## config.mk

```make
export PLATFORM = sky130hd
export DESIGN_NAME = accumulator_write_arbiter
export DESIGN_NICKNAME = d
export VERILOG_FILES = /design/src/rtl/accumulator_write_arbiter.sv
export SDC_FILE = /design/constraint.sdc
export NUM_CORES = 1
export LEC_CHECK = 0
export CORE_UTILIZATION = 39
export CTS_CLUSTER_DIAMETER = 50
export CTS_CLUSTER_SIZE = 30
export DETAILED_ROUTE_END_ITERATION = 16
export HOLD_SLACK_MARGIN = 0.05
export PLACE_DENSITY = 0.79
export SYNTH_ARGS = -nofsm -noshare
export SYNTH_HDL_FRONTEND = slang
export SYNTH_SLANG_ARGS = --single-unit
export TNS_END_PERCENT = 50
```

## constraint.sdc

```tcl
create_clock -name clock -period 2 [get_ports clock]
set_input_delay 0.4 -clock clock [delete_from_list [all_inputs] [get_ports clock]]
set_output_delay 0.4 -clock clock [all_outputs]
set_load 0.03 [all_outputs]
```

## src/rtl/accumulator_write_arbiter.sv

```systemverilog
// Round-robin arbiter that shares the accumulator write port between ALU writeback (req0) and memory load (req1).
// It supports locked bursts, and all accumulator-side outputs come from registers.
module accumulator_write_arbiter #(
    parameter int DATA_WIDTH    = 8,
    parameter int REG_SEL_WIDTH = 2,
    parameter int MAX_BURST     = 4,
    localparam int CNT_W        = $clog2(MAX_BURST + 1)
) (
    input  logic                     clock,
    input  logic                     reset,
    input  logic                     req0Valid,
    output logic                     req0Ready,
    input  logic [REG_SEL_WIDTH-1:0] req0Reg,
    input  logic [DATA_WIDTH-1:0]    req0Data,
    input  logic                     req0Lock,
    input  logic                     req1Valid,
    output logic                     req1Ready,
    input  logic [REG_SEL_WIDTH-1:0] req1Reg,
    input  logic [DATA_WIDTH-1:0]    req1Data,
    input  logic                     req1Lock,
    output logic                     regWrite,
    output logic [REG_SEL_WIDTH-1:0] RegisterNumber,
    output logic [DATA_WIDTH-1:0]    writeData,
    output logic                     grantId,
    output logic                     busy,
    output logic [1:0]               dbgState,
    output logic [CNT_W-1:0]         dbgBurstCnt
);

    // Handshake: a write transfers in a cycle when reqXValid && reqXReady; ready is
    // combinational, only ever asserted alongside valid, and at most one ready is high.
    typedef enum logic [1:0] {
        IDLE = 2'd0,
        OWN0 = 2'd1,
        OWN1 = 2'd2
    } arbStateT;

    arbStateT         state, stateNext;
    logic [CNT_W-1:0] burstCnt, cntNext, cntPlusOne;
    logic             lastGrant, lastNext;
    logic             grant0, grant1;

    assign cntPlusOne = burstCnt + CNT_W'(1);

    always_comb begin
        stateNext = state;
        cntNext   = burstCnt;
        lastNext  = lastGrant;
        grant0    = 1'b0;
        grant1    = 1'b0;
        if (state == OWN0 && req0Lock) begin
            if (req0Valid) begin
                grant0   = 1'b1;
                lastNext = 1'b0;
                if (cntPlusOne >= CNT_W'(MAX_BURST)) begin
                    stateNext = IDLE;
                    cntNext   = '0;
                end else begin
                    cntNext = cntPlusOne;
                end
            end
        end else if (state == OWN1 && req1Lock) begin
            if (req1Valid) begin
                grant1   = 1'b1;
                lastNext = 1'b1;
                if (cntPlusOne >= CNT_W'(MAX_BURST)) begin
                    stateNext = IDLE;
                    cntNext   = '0;
                end else begin
                    cntNext = cntPlusOne;
                end
            end
        end else begin
            // Plain round-robin; a dropped lock lands here too, with lastGrant already the owner.
            stateNext = IDLE;
            cntNext   = '0;
            if (req0Valid && (!req1Valid || lastGrant)) begin
                grant0 = 1'b1;
            end else if (req1Valid) begin
                grant1 = 1'b1;
            end
            if (grant0) begin
                lastNext = 1'b0;
                if (req0Lock && MAX_BURST > 1) begin
                    stateNext = OWN0;
                    cntNext   = CNT_W'(1);
                end
            end else if (grant1) begin
                lastNext = 1'b1;
                if (req1Lock && MAX_BURST > 1) begin
                    stateNext = OWN1;
                    cntNext   = CNT_W'(1);
                end
            end
        end
    end

    // Reset must suppress any handshake in the same cycle.
    assign req0Ready   = grant0 && reset;
    assign req1Ready   = grant1 && reset;
    assign busy        = (state != IDLE);
    assign dbgState    = state;
    assign dbgBurstCnt = burstCnt;

    always_ff @(posedge clock) begin
        if (!reset) begin
            state          <= IDLE;
            burstCnt       <= '0;
            lastGrant      <= 1'b1;
            regWrite       <= 1'b0;
            RegisterNumber <= '0;
            writeData      <= '0;
            grantId        <= 1'b0;
        end else begin
            state     <= stateNext;
            burstCnt  <= cntNext;
            lastGrant <= lastNext;
            regWrite  <= grant0 | grant1;
            if (grant0) begin
                RegisterNumber <= req0Reg;
                writeData      <= req0Data;
                grantId        <= 1'b0;
            end else if (grant1) begin
                RegisterNumber <= req1Reg;
                writeData      <= req1Data;
                grantId        <= 1'b1;
            end
        end
    end

endmodule

```

After elaboration in Yosys (flattened, before gate mapping)
Index checks and enable logic that the tools add are counted.
- $lt $le $gt $ge: 1
- reduce and logical (&&, ||, !) cells: 13
- multiplexer cells: 40
- bitwise gates (word level): 2
- add/subtract/negate cells: 1
- equal/unequal tests: 4
- operators with widths (kind ; number):
    1-bit two-way mux ; 22
    2-bit two-way mux ; 10
    3-bit two-way mux ; 6
    8-bit two-way mux ; 2
    1-bit logical AND ; 5
    2-bit nonzero test ; 2
    4-bit nonzero test ; 1
    3-bit by 1-bit adder with 3-bit output, second input constant ; 1
    3-bit >= comparator, second input constant ; 1
    3-bit inequality test, second input constant ; 1
    3-bit AND reduction ; 1
    2-bit by 1-bit == test with 1-bit output, second input constant ; 1
    2-bit == test, second input constant ; 1
    2-bit inequality test, second input constant ; 1
    2-bit AND reduction ; 1
    2-bit OR reduction ; 1
    1-bit zero test ; 1
    1-bit logical OR ; 1
    1-bit inverter ; 1
    1-bit OR ; 1
- register bits: 18
- output and inout bits: 20
- word-level logic and storage cells: 68

Longest topological paths before layout
Gate-level depths: netlist of run 1.
- depth after elaboration: 10
- depth in mapped cells: 6

Least setup slack after synthesis of run 1
Ideal clock, no wire load.
- path kind: reg-to-output
- start point: register state[1] (netlist: dbgState[1])
- end point: output port req1Ready
- buffers on the path: 0
- slack: -0.067 ns
- data required time: 1.600 ns
- cell stages (with the launch flop): 4
- data arrival time: 1.667 ns
- cell sequence: dfxtp_1 -> and3b_2 -> nor2_1 -> nor3b_1
- word-level cells in the longest chain between the ends: 5
- elaborated cells between the ends (all ways): 7
- those cells by class: eq/ne (2); mux (2); reduce/logical (3)
- ends and longest elaborated chain (item ; line ; source):
    start, declared ; 38 ; arbStateT state, stateNext;
    start signal, assigned ; 115 ; state <= stateNext;
    2-bit == test ; 62 ; end else if (state == OWN1 && req1Lock) begin
    1-bit logical AND ; 62 ;
    1-bit two-way mux ; 62 ;
    1-bit two-way mux * ; 51 ; if (state == OWN0 && req0Lock) begin
    1-bit logical AND * ; 100 ; assign req1Ready = grant1 && reset;
    end, declared ; 17 ; output logic req1Ready,
Every way passes the cells marked *; elsewhere a longest branch is shown, timed or not.

Worst setup path in the final report of run 1
- start point: input port req0Lock
- end point: output port req0Ready
- word-level cells in the longest chain between the ends: 3
- ends and longest elaborated chain (item ; line ; source):
    start, declared ; 15 ; input logic req0Lock,
    1-bit logical AND ; 51 ;
    1-bit two-way mux ; 51 ;
    1-bit logical AND ; 99 ; assign req0Ready = grant0 && reset;
    end, declared ; 12 ; output logic req0Ready,
Every way passes these cells.

==> results of run 1 <==
[routing by layer]
layer | wire (um) | track usage | vias up
met5 | 0 | 0 | -
met4 | 23 | 0.0571 | 0
met3 | 159 | 0.0525 | 4
met2 | 1210 | 0.378 | 40
met1 | 927 | 0.233 | 428
li1 | - | - | 457
[registers in the layout, indices dropped and copies added (netlist names)]
register	count
dbgState	2
dbgBurstCnt	3
lastGrant	1
RegisterNumber	2
regWrite	1
grantId	1
writeData	8
[kinds of logic (layout without fill, tap and decap cells)]
family                   Yosys count  after routing  share of synthesized area
flip-flops                        18             18                      0.401
XOR/XNOR                           1              1                    0.00974
adder cells (fa/ha/maj)            1              1                     0.0139
multiplexers                      10             10                      0.111
buffers and inverters              7             61                     0.0515
AND/OR/NAND/NOR                   22             22                      0.161
AO/OA/AOI/OAI                     35             35                      0.252
[stage by stage]
stage | utilization | setup slack [ns]
3_5_place_dp | 0.649 | 0.0287
2_1_floorplan | - | 0.0713
4_1_cts | 0.665 | 0.0213
6_report | 0.667 | 0.0525
5_1_grt | 0.667 | 0.00632
3_3_place_gp | 0.649 | 0.0466
[power breakdown]
part | leakage [nW] | internal, mW | total, mW | switching [mW]
Sequential | 0.149 | 0.389 | 0.411 | 0.0223
Clock | 0.0210 | 0.111 | 0.223 | 0.112
Combinational | 0.461 | 0.158 | 0.315 | 0.156
Total | 0.631 | 0.658 | 0.948 | 0.290
[worst max path at each step]
stage / start / endpoint / slack (ns) / depth (start not counted)
finish: req0Lock / req0Ready / 0.05 / 5
global route: req0Lock / req0Ready / 0.006 / 5
CTS: req0Valid / req1Ready / 0.02 / 6
detailed placement: req1Lock / writeData[0]$_SDFFE_PN0P_ / 0.03 / 6
global placement: req0Lock / req0Ready / 0.05 / 5
floorplan: dbgState[0]$_SDFFE_PN0P_ / req0Ready / 0.07 / 4
[worst register-to-register path, cell delays in order (launching register included)]
cell and delay, ns:
dfxtp_1 0.39, nand3b_2 0.32, a31oi_4 0.23, buf_4 0.22, mux2i_1 0.21, a21oi_1 0.08
[cell usage after synthesis]
master	instances
clkbuf_1	1
a31oi_4	1
nor2_1	4
and3b_1	1
buf_12	1
and4b_1	1
o2111ai_1	1
a32oi_1	1
nor3b_1	1
inv_1	2
ha_1	1
a21o_1	1
xnor2_1	1
nand4bb_1	1
o21a_1	1
o32ai_1	1
nand2_1	4
o21ai_1	10
or2_2	1
a31oi_1	1
dfxtp_1	18
o221a_1	2
and3b_2	1
and3_1	1
nand2b_1	1
o21ai_0	3
buf_2	3
nand3_1	1
mux2i_1	10
nand3b_1	1
nand3b_2	1
nor3b_2	1
and2_1	2
a22o_2	1
a21oi_1	12
[cells in the final DEF, fill, tap and decap left out, drive strengths merged, types with 2 or more instances in the layout]
master and count:
clkbuf 4, a21oi 12, dfxtp 18, dlymetal6s2s 2, and2 2, o21ai 13, a31oi 2, nand3b 2
nand2 4, inv 2, buf 12, clkdlybuf4s50 40, and3b 2, nor3b 2, o221a 2, nor2 4
mux2i 10
[area by class of cell]
class | count | area share
repair buffers | 55 | 0.359
multi-input cells | 69 | 0.341
inverters | 2 | 0.00514
well taps | 28 | 0.0240
clock buffers | 4 | 0.0248
flip-flops and latches | 18 | 0.247
[what timing repair did]
item	CTS	global route
setup buffers	0	0
cloned	0	0
endpoints found under the setup margin	1	2
resized for setup	1	2
==> run summary, run 1 <==
Fmax = 513 MHz
Core outline area = 2190 um2
Cell variety after synth = 35
Pwr Total = 0.948 mW
Reg2reg setup slack = 0.43 ns
Reg-to-Reg End = writeData[2]$_SDFFE_PN0P_
Layout Area Growth over Synthesis = 62.4%
Yosys warning count = 0
Largest net degree at the start of global routing = 22
Setup_tns = 0 ns
H-Tree Depth = 1
DIE HEIGHT = 50.0 um
Vias per cell = 5.28
Hold path startpoint = writeData[0]$_SDFFE_PN0P_
Slowest stage delay, CP = 0.54 ns
I/O Buffers = 45
Depth of the worst register-to-register path = 5
Synthesized flop and latch total = 18
Die span in x = 50.0 um
CTS Sinks = 18
Hold/Removal Path Class = reg -> reg
Status = finished, final reports clean
Sequential element share of the synthesized area = 0.401
Initial core utilization = 0.411
Share of cells above drive strength 1 = 0.155
Fin nets = 176
Net count after synthesis = 121
Worst slew pin tran = 0.366 ns
Max clock buf depth = 2
Worst-Skew Late Latency = 0.29 ns
Post-DP Area = 1420 um2
Buf/Inv on CP = 2
Synth area leaders = dfxtp_1 (40%), mux2i_1 (11%), a21oi_1 (6.7%)
Final Hold Fails = 0
Area of the mapped netlist = 900 um2
CTS clk-pin slew, worst paths = 0.10 ns
Worst-path cell chain = clkdlybuf4s50_1 -> and4b_1 -> a31oi_4 -> nor2_1 -> buf_4
Top cell type's share of synthesized area = 0.401
Post-route insts no fill = 176
Setup violations, final = 0
Gpl congestion = 0.899
Unrepaired setup endpoints after global routing = no
# DRC = 0
CP max stage cell = clkdlybuf4s50_1
Final hold slack = 0.526 ns
Critical register-to-register path startpoint = dbgState[0]$_SDFFE_PN0P_
Syn Area/Cell = 9.57 um2
Post-route ant nets = 0
Global-route wire length before repair = 3930 um
FILL cells = 192
DR WL/cell = 13.2 um
Setup crit start kind = input port
Crit-path max FO = 5
Initial antenna violation count = 0
Peak VDD IR = 0.000498 V
Detailed Place HPWL = 1810 um
WHS Path Cells = 2
CP Data Required Time = 1.60 ns
Final worst path period need = 1.95 ns
Pins Over Slew Limit = 0
Crit path kind = in -> out
Footprint of the multi-input gates = 498 um2
Io pins = 46
Cell Rows = 17
Drt pass-1 iters = 4
Max-cap violation count = 0
Cell area power density = 649 nW/um2
CTS Buf Count = 3
Total GRT Usage = 0.207
Iter 0 DRT Violations = 22
Mapped Cells = 94
Routed WL = 2320 um
Max transition margin = 0.756
Worst EP arrival = 1.55 ns
Post-placement cell count = 172
Synth area leader = dfxtp_1
Hold endpoint = writeData[0]$_SDFFE_PN0P_
Vias in the first global route = 917
Die area = 2500 um2
Register area = 360 um2
LEAKAGE = 0.631 nW
Design area = 1460 um2
Ant. Diodes = 0
Crit. End Element = output port
Total number of vias = 929
Final worst path period share = 0.974
CTS tree = built
Cts hold-fix bufs = 0
Family with the most delay on the worst path = buffers and inverters
Gr ovfl total = 0
Worst clock skew = 0.00145 ns
Root Buffer = clkbuf_4
No activity file was read; power rests on OpenSTA's default activity.
==> run 2: changes to the inputs <==
- CTS_CLUSTER_SIZE: 30 -> default
- SETUP_SLACK_MARGIN: default -> 0.5
==> run 2 against run 1 <==
Clock skew up 0.0016 ns. Fmax up 12%. Utilization grew 8.8 points. Sequential share of layout area down 2.4 points. Sequential power is essentially flat. Combinational power up 15%. Critical endpoint is now req1Ready.
==> run summary, run 2 (synthesis results as in run 1) <==
Global-route wire length before repair = 4180 um (was 3930 um)
Iter 0 DRT Violations = 11 (was 22)
Post-route ant nets = 0 (unchanged)
Reg-to-Reg End = writeData[1]$_SDFFE_PN0P_ (was writeData[2]$_SDFFE_PN0P_)
Vias per cell = 5.40 (was 5.28)
Cell Rows = 17 (unchanged)
CTS clk-pin slew, worst paths = 0.11 ns (was 0.10 ns)
Status = finished, final reports clean (unchanged)
DIE HEIGHT = 50.0 um (unchanged)
Setup violations, final = 0 (unchanged)
WHS Path Cells = 2 (unchanged)
Peak VDD IR = 0.000456 V (was 0.000498 V)
Post-DP Area = 1450 um2 (was 1420 um2)
Total number of vias = 1,020 (was 929)
Clock power share = 0.233 (was 0.235)
Detailed Place HPWL = 1690 um (was 1810 um)
H-Tree Depth = 1 (unchanged)
Crit-path max FO = 6 (was 5)
Psw = 0.323 mW (was 0.290 mW)
Core outline area = 2190 um2 (unchanged)
Hold/Removal Path Class = reg -> reg (unchanged)
Crit. End Element = output port (unchanged)
Reg2reg setup slack = 0.36 ns (was 0.43 ns)
Drt pass-1 iters = 4 (unchanged)
Switching Share = 0.321 (was 0.306)
Max-cap violation count = 0 (unchanged)
Met1 Track Usage GR = 0.259 (was 0.233)
Hold path startpoint = writeData[0]$_SDFFE_PN0P_ (unchanged)
I/O Buffers = 45 (unchanged)
Final hold slack = 0.520 ns (was 0.526 ns)
Pins Over Slew Limit = 0 (unchanged)
Worst slew pin tran = 0.356 ns (was 0.366 ns)
FILL cells = 163 (was 192)
Cell area power density = 608 nW/um2 (was 649 nW/um2)
Final worst path period share = 0.870 (was 0.974)
CP startpoint = dbgState[0]$_SDFFE_PN0P_ (was req0Lock)
Initial core utilization = 0.411 (unchanged)
Fin util = 0.755 (was 0.667)
Ant. Diodes = 0 (unchanged)
LEAKAGE = 0.815 nW (was 0.631 nW)
Max clock buf depth = 2 (unchanged)
Max transition margin = 0.763 (was 0.756)
Depth of the worst register-to-register path = 7 (was 5)
Root Buffer = clkbuf_4 (unchanged)
Busiest grt layer = met2 (unchanged)
Most common cell after layout, fill and taps aside = clkdlybuf4s50_1 (unchanged)
Final worst path period need = 1.74 ns (was 1.95 ns)
Setup crit start kind = flip-flop (was input port)
M3 GR Usage = 0.0525 (unchanged)
Routed WL = 2760 um (was 2320 um)
Design internal power = 0.683 mW (was 0.658 mW)
Largest net degree at the start of global routing = 22 (unchanged)
Worst clock skew = 0.00303 ns (was 0.00145 ns)
Worst-path cell chain = and3b_2 -> nor2_2 -> nor3b_4 -> buf_6 (was clkdlybuf4s50_1 -> and4b_1 -> a31oi_4 -> nor2_1 -> buf_4)
Vias in the first global route = 958 (was 917)
Biggest register = writeData (unchanged)
Commonest non-fill, non-tap cells in the layout = clkdlybuf4s50_1 (20), dfxtp_1 (16), buf_4 (16) (was clkdlybuf4s50_1 (40), dfxtp_1 (18), a21oi_1 (12), buf_4 (12))
Die area = 2500 um2 (unchanged)
Die span in x = 50.0 um (unchanged)
Critical register-to-register path startpoint = dbgState[1]$_SDFFE_PN0P_ (was dbgState[0]$_SDFFE_PN0P_)
# DRC = 0 (unchanged)
Final Hold Fails = 0 (unchanged)
Fmax = 574 MHz (was 513 MHz)
Largest register FFs = 8 (unchanged)
CTS tree = built (unchanged)
Design area = 1650 um2 (was 1460 um2)
Slowest stage delay, CP = 0.38 ns (was 0.54 ns)
Unrepaired setup endpoints after global routing = yes (was no)
Gpl congestion = 0.936 (was 0.899)
Worst EP arrival = 1.34 ns (was 1.55 ns)
Share of cells above drive strength 1 = 0.304 (was 0.155)
Crit path kind = reg -> out (was in -> out)
Cts hold-fix bufs = 0 (unchanged)
CTS Buf Count = 3 (unchanged)
GR Layer Usage met2 = 0.384 (was 0.378)
Sequential share of power = 0.407 (was 0.433)
Layout Area Growth over Synthesis = 83.9% (was 62.4%)
Hold endpoint = writeData[0]$_SDFFE_PN0P_ (unchanged)
CP Data Required Time = 1.60 ns (about the same)
Combinational cell fraction of total power = 0.359 (was 0.332)
Fin nets = 189 (was 176)
CP max stage cell = dfxtp_4 (was clkdlybuf4s50_1)
DR WL/cell = 14.6 um (was 13.2 um)
Gr ovfl total = 0 (unchanged)
Initial antenna violation count = 0 (unchanged)
Total GRT Usage = 0.222 (was 0.207)
Worst-Skew Late Latency = 0.30 ns (was 0.29 ns)
CTS Sinks = 18 (unchanged)
Io pins = 46 (unchanged)
run 2: layout make-up:
type                    count  area, um2  area share
clock buffers               4       36.3      0.0219
inverters                   2       7.51     0.00454
multi-input cells          69        557       0.337
flip-flops and latches     18        368       0.222
well taps                  28       35.0      0.0212
repair buffers             68        651       0.393
run 2: worst max-delay path by stage:
| stage | end | slack (ns) | depth (start not counted) |
|---|---|---|---|
| after detailed placement | writeData[1]$_SDFFE_PN0P_ | -0.005 | 6 |
| after floorplan | req0Ready | 0.50 | 4 |
| after global placement | writeData[1]$_SDFFE_PN0P_ | 0.02 | 6 |
| after CTS | req0Ready | 0.25 | 4 |
| after global routing | req0Ready | 0.21 | 4 |
| final | req1Ready | 0.26 | 4 |
run 2: per-stage QoR:
step                      power [mW]  setup WS [ns]  std cells   TNS, ns
after CTS                      0.978          0.254        184         0
final                           1.01          0.259        189         0
after global routing            1.06          0.209        189         0
after global placement         0.737         0.0225        171         0
after floorplan                0.601          0.497         94         0
after detailed placement       0.740       -0.00504        171  -0.00504
run 2: power by group through the flow:
stage	logic (mW)	registers (mW)	clock network, mW
finish	0.361	0.410	0.235
global route	0.382	0.414	0.259
CTS	0.328	0.411	0.238
detailed placement	0.322	0.419	0
global placement	0.319	0.418	0
floorplan	0.129	0.472	0
run 2: timing repair:
item	4_1_cts	5_1_grt
gates cloned	0	0
setup buffers	9	5
endpoints found under the setup margin	32	31
resized for setup	37	16
pin swaps	3	5
run 2: worst max-delay path, delay by kind of cell, from the launching register on:
kind | cells | cell delay (ns)
flops | 1 | 0.38
simple gates | 3 | 0.51
buf+inv | 1 | 0.15
run 2: layer usage:
metal | up-vias | routed length, um
met2 | 55 | 1360
met5 | - | 0
met3 | 10 | 199
li1 | 488 | -
met1 | 467 | 1110
met4 | 0 | 83
==> run 3: changes to the inputs <==
- CTS_CLUSTER_DIAMETER: 50 -> 150
==> results of run 3 <==
The final DEF is identical to that of run 2; final timing and power are the same.
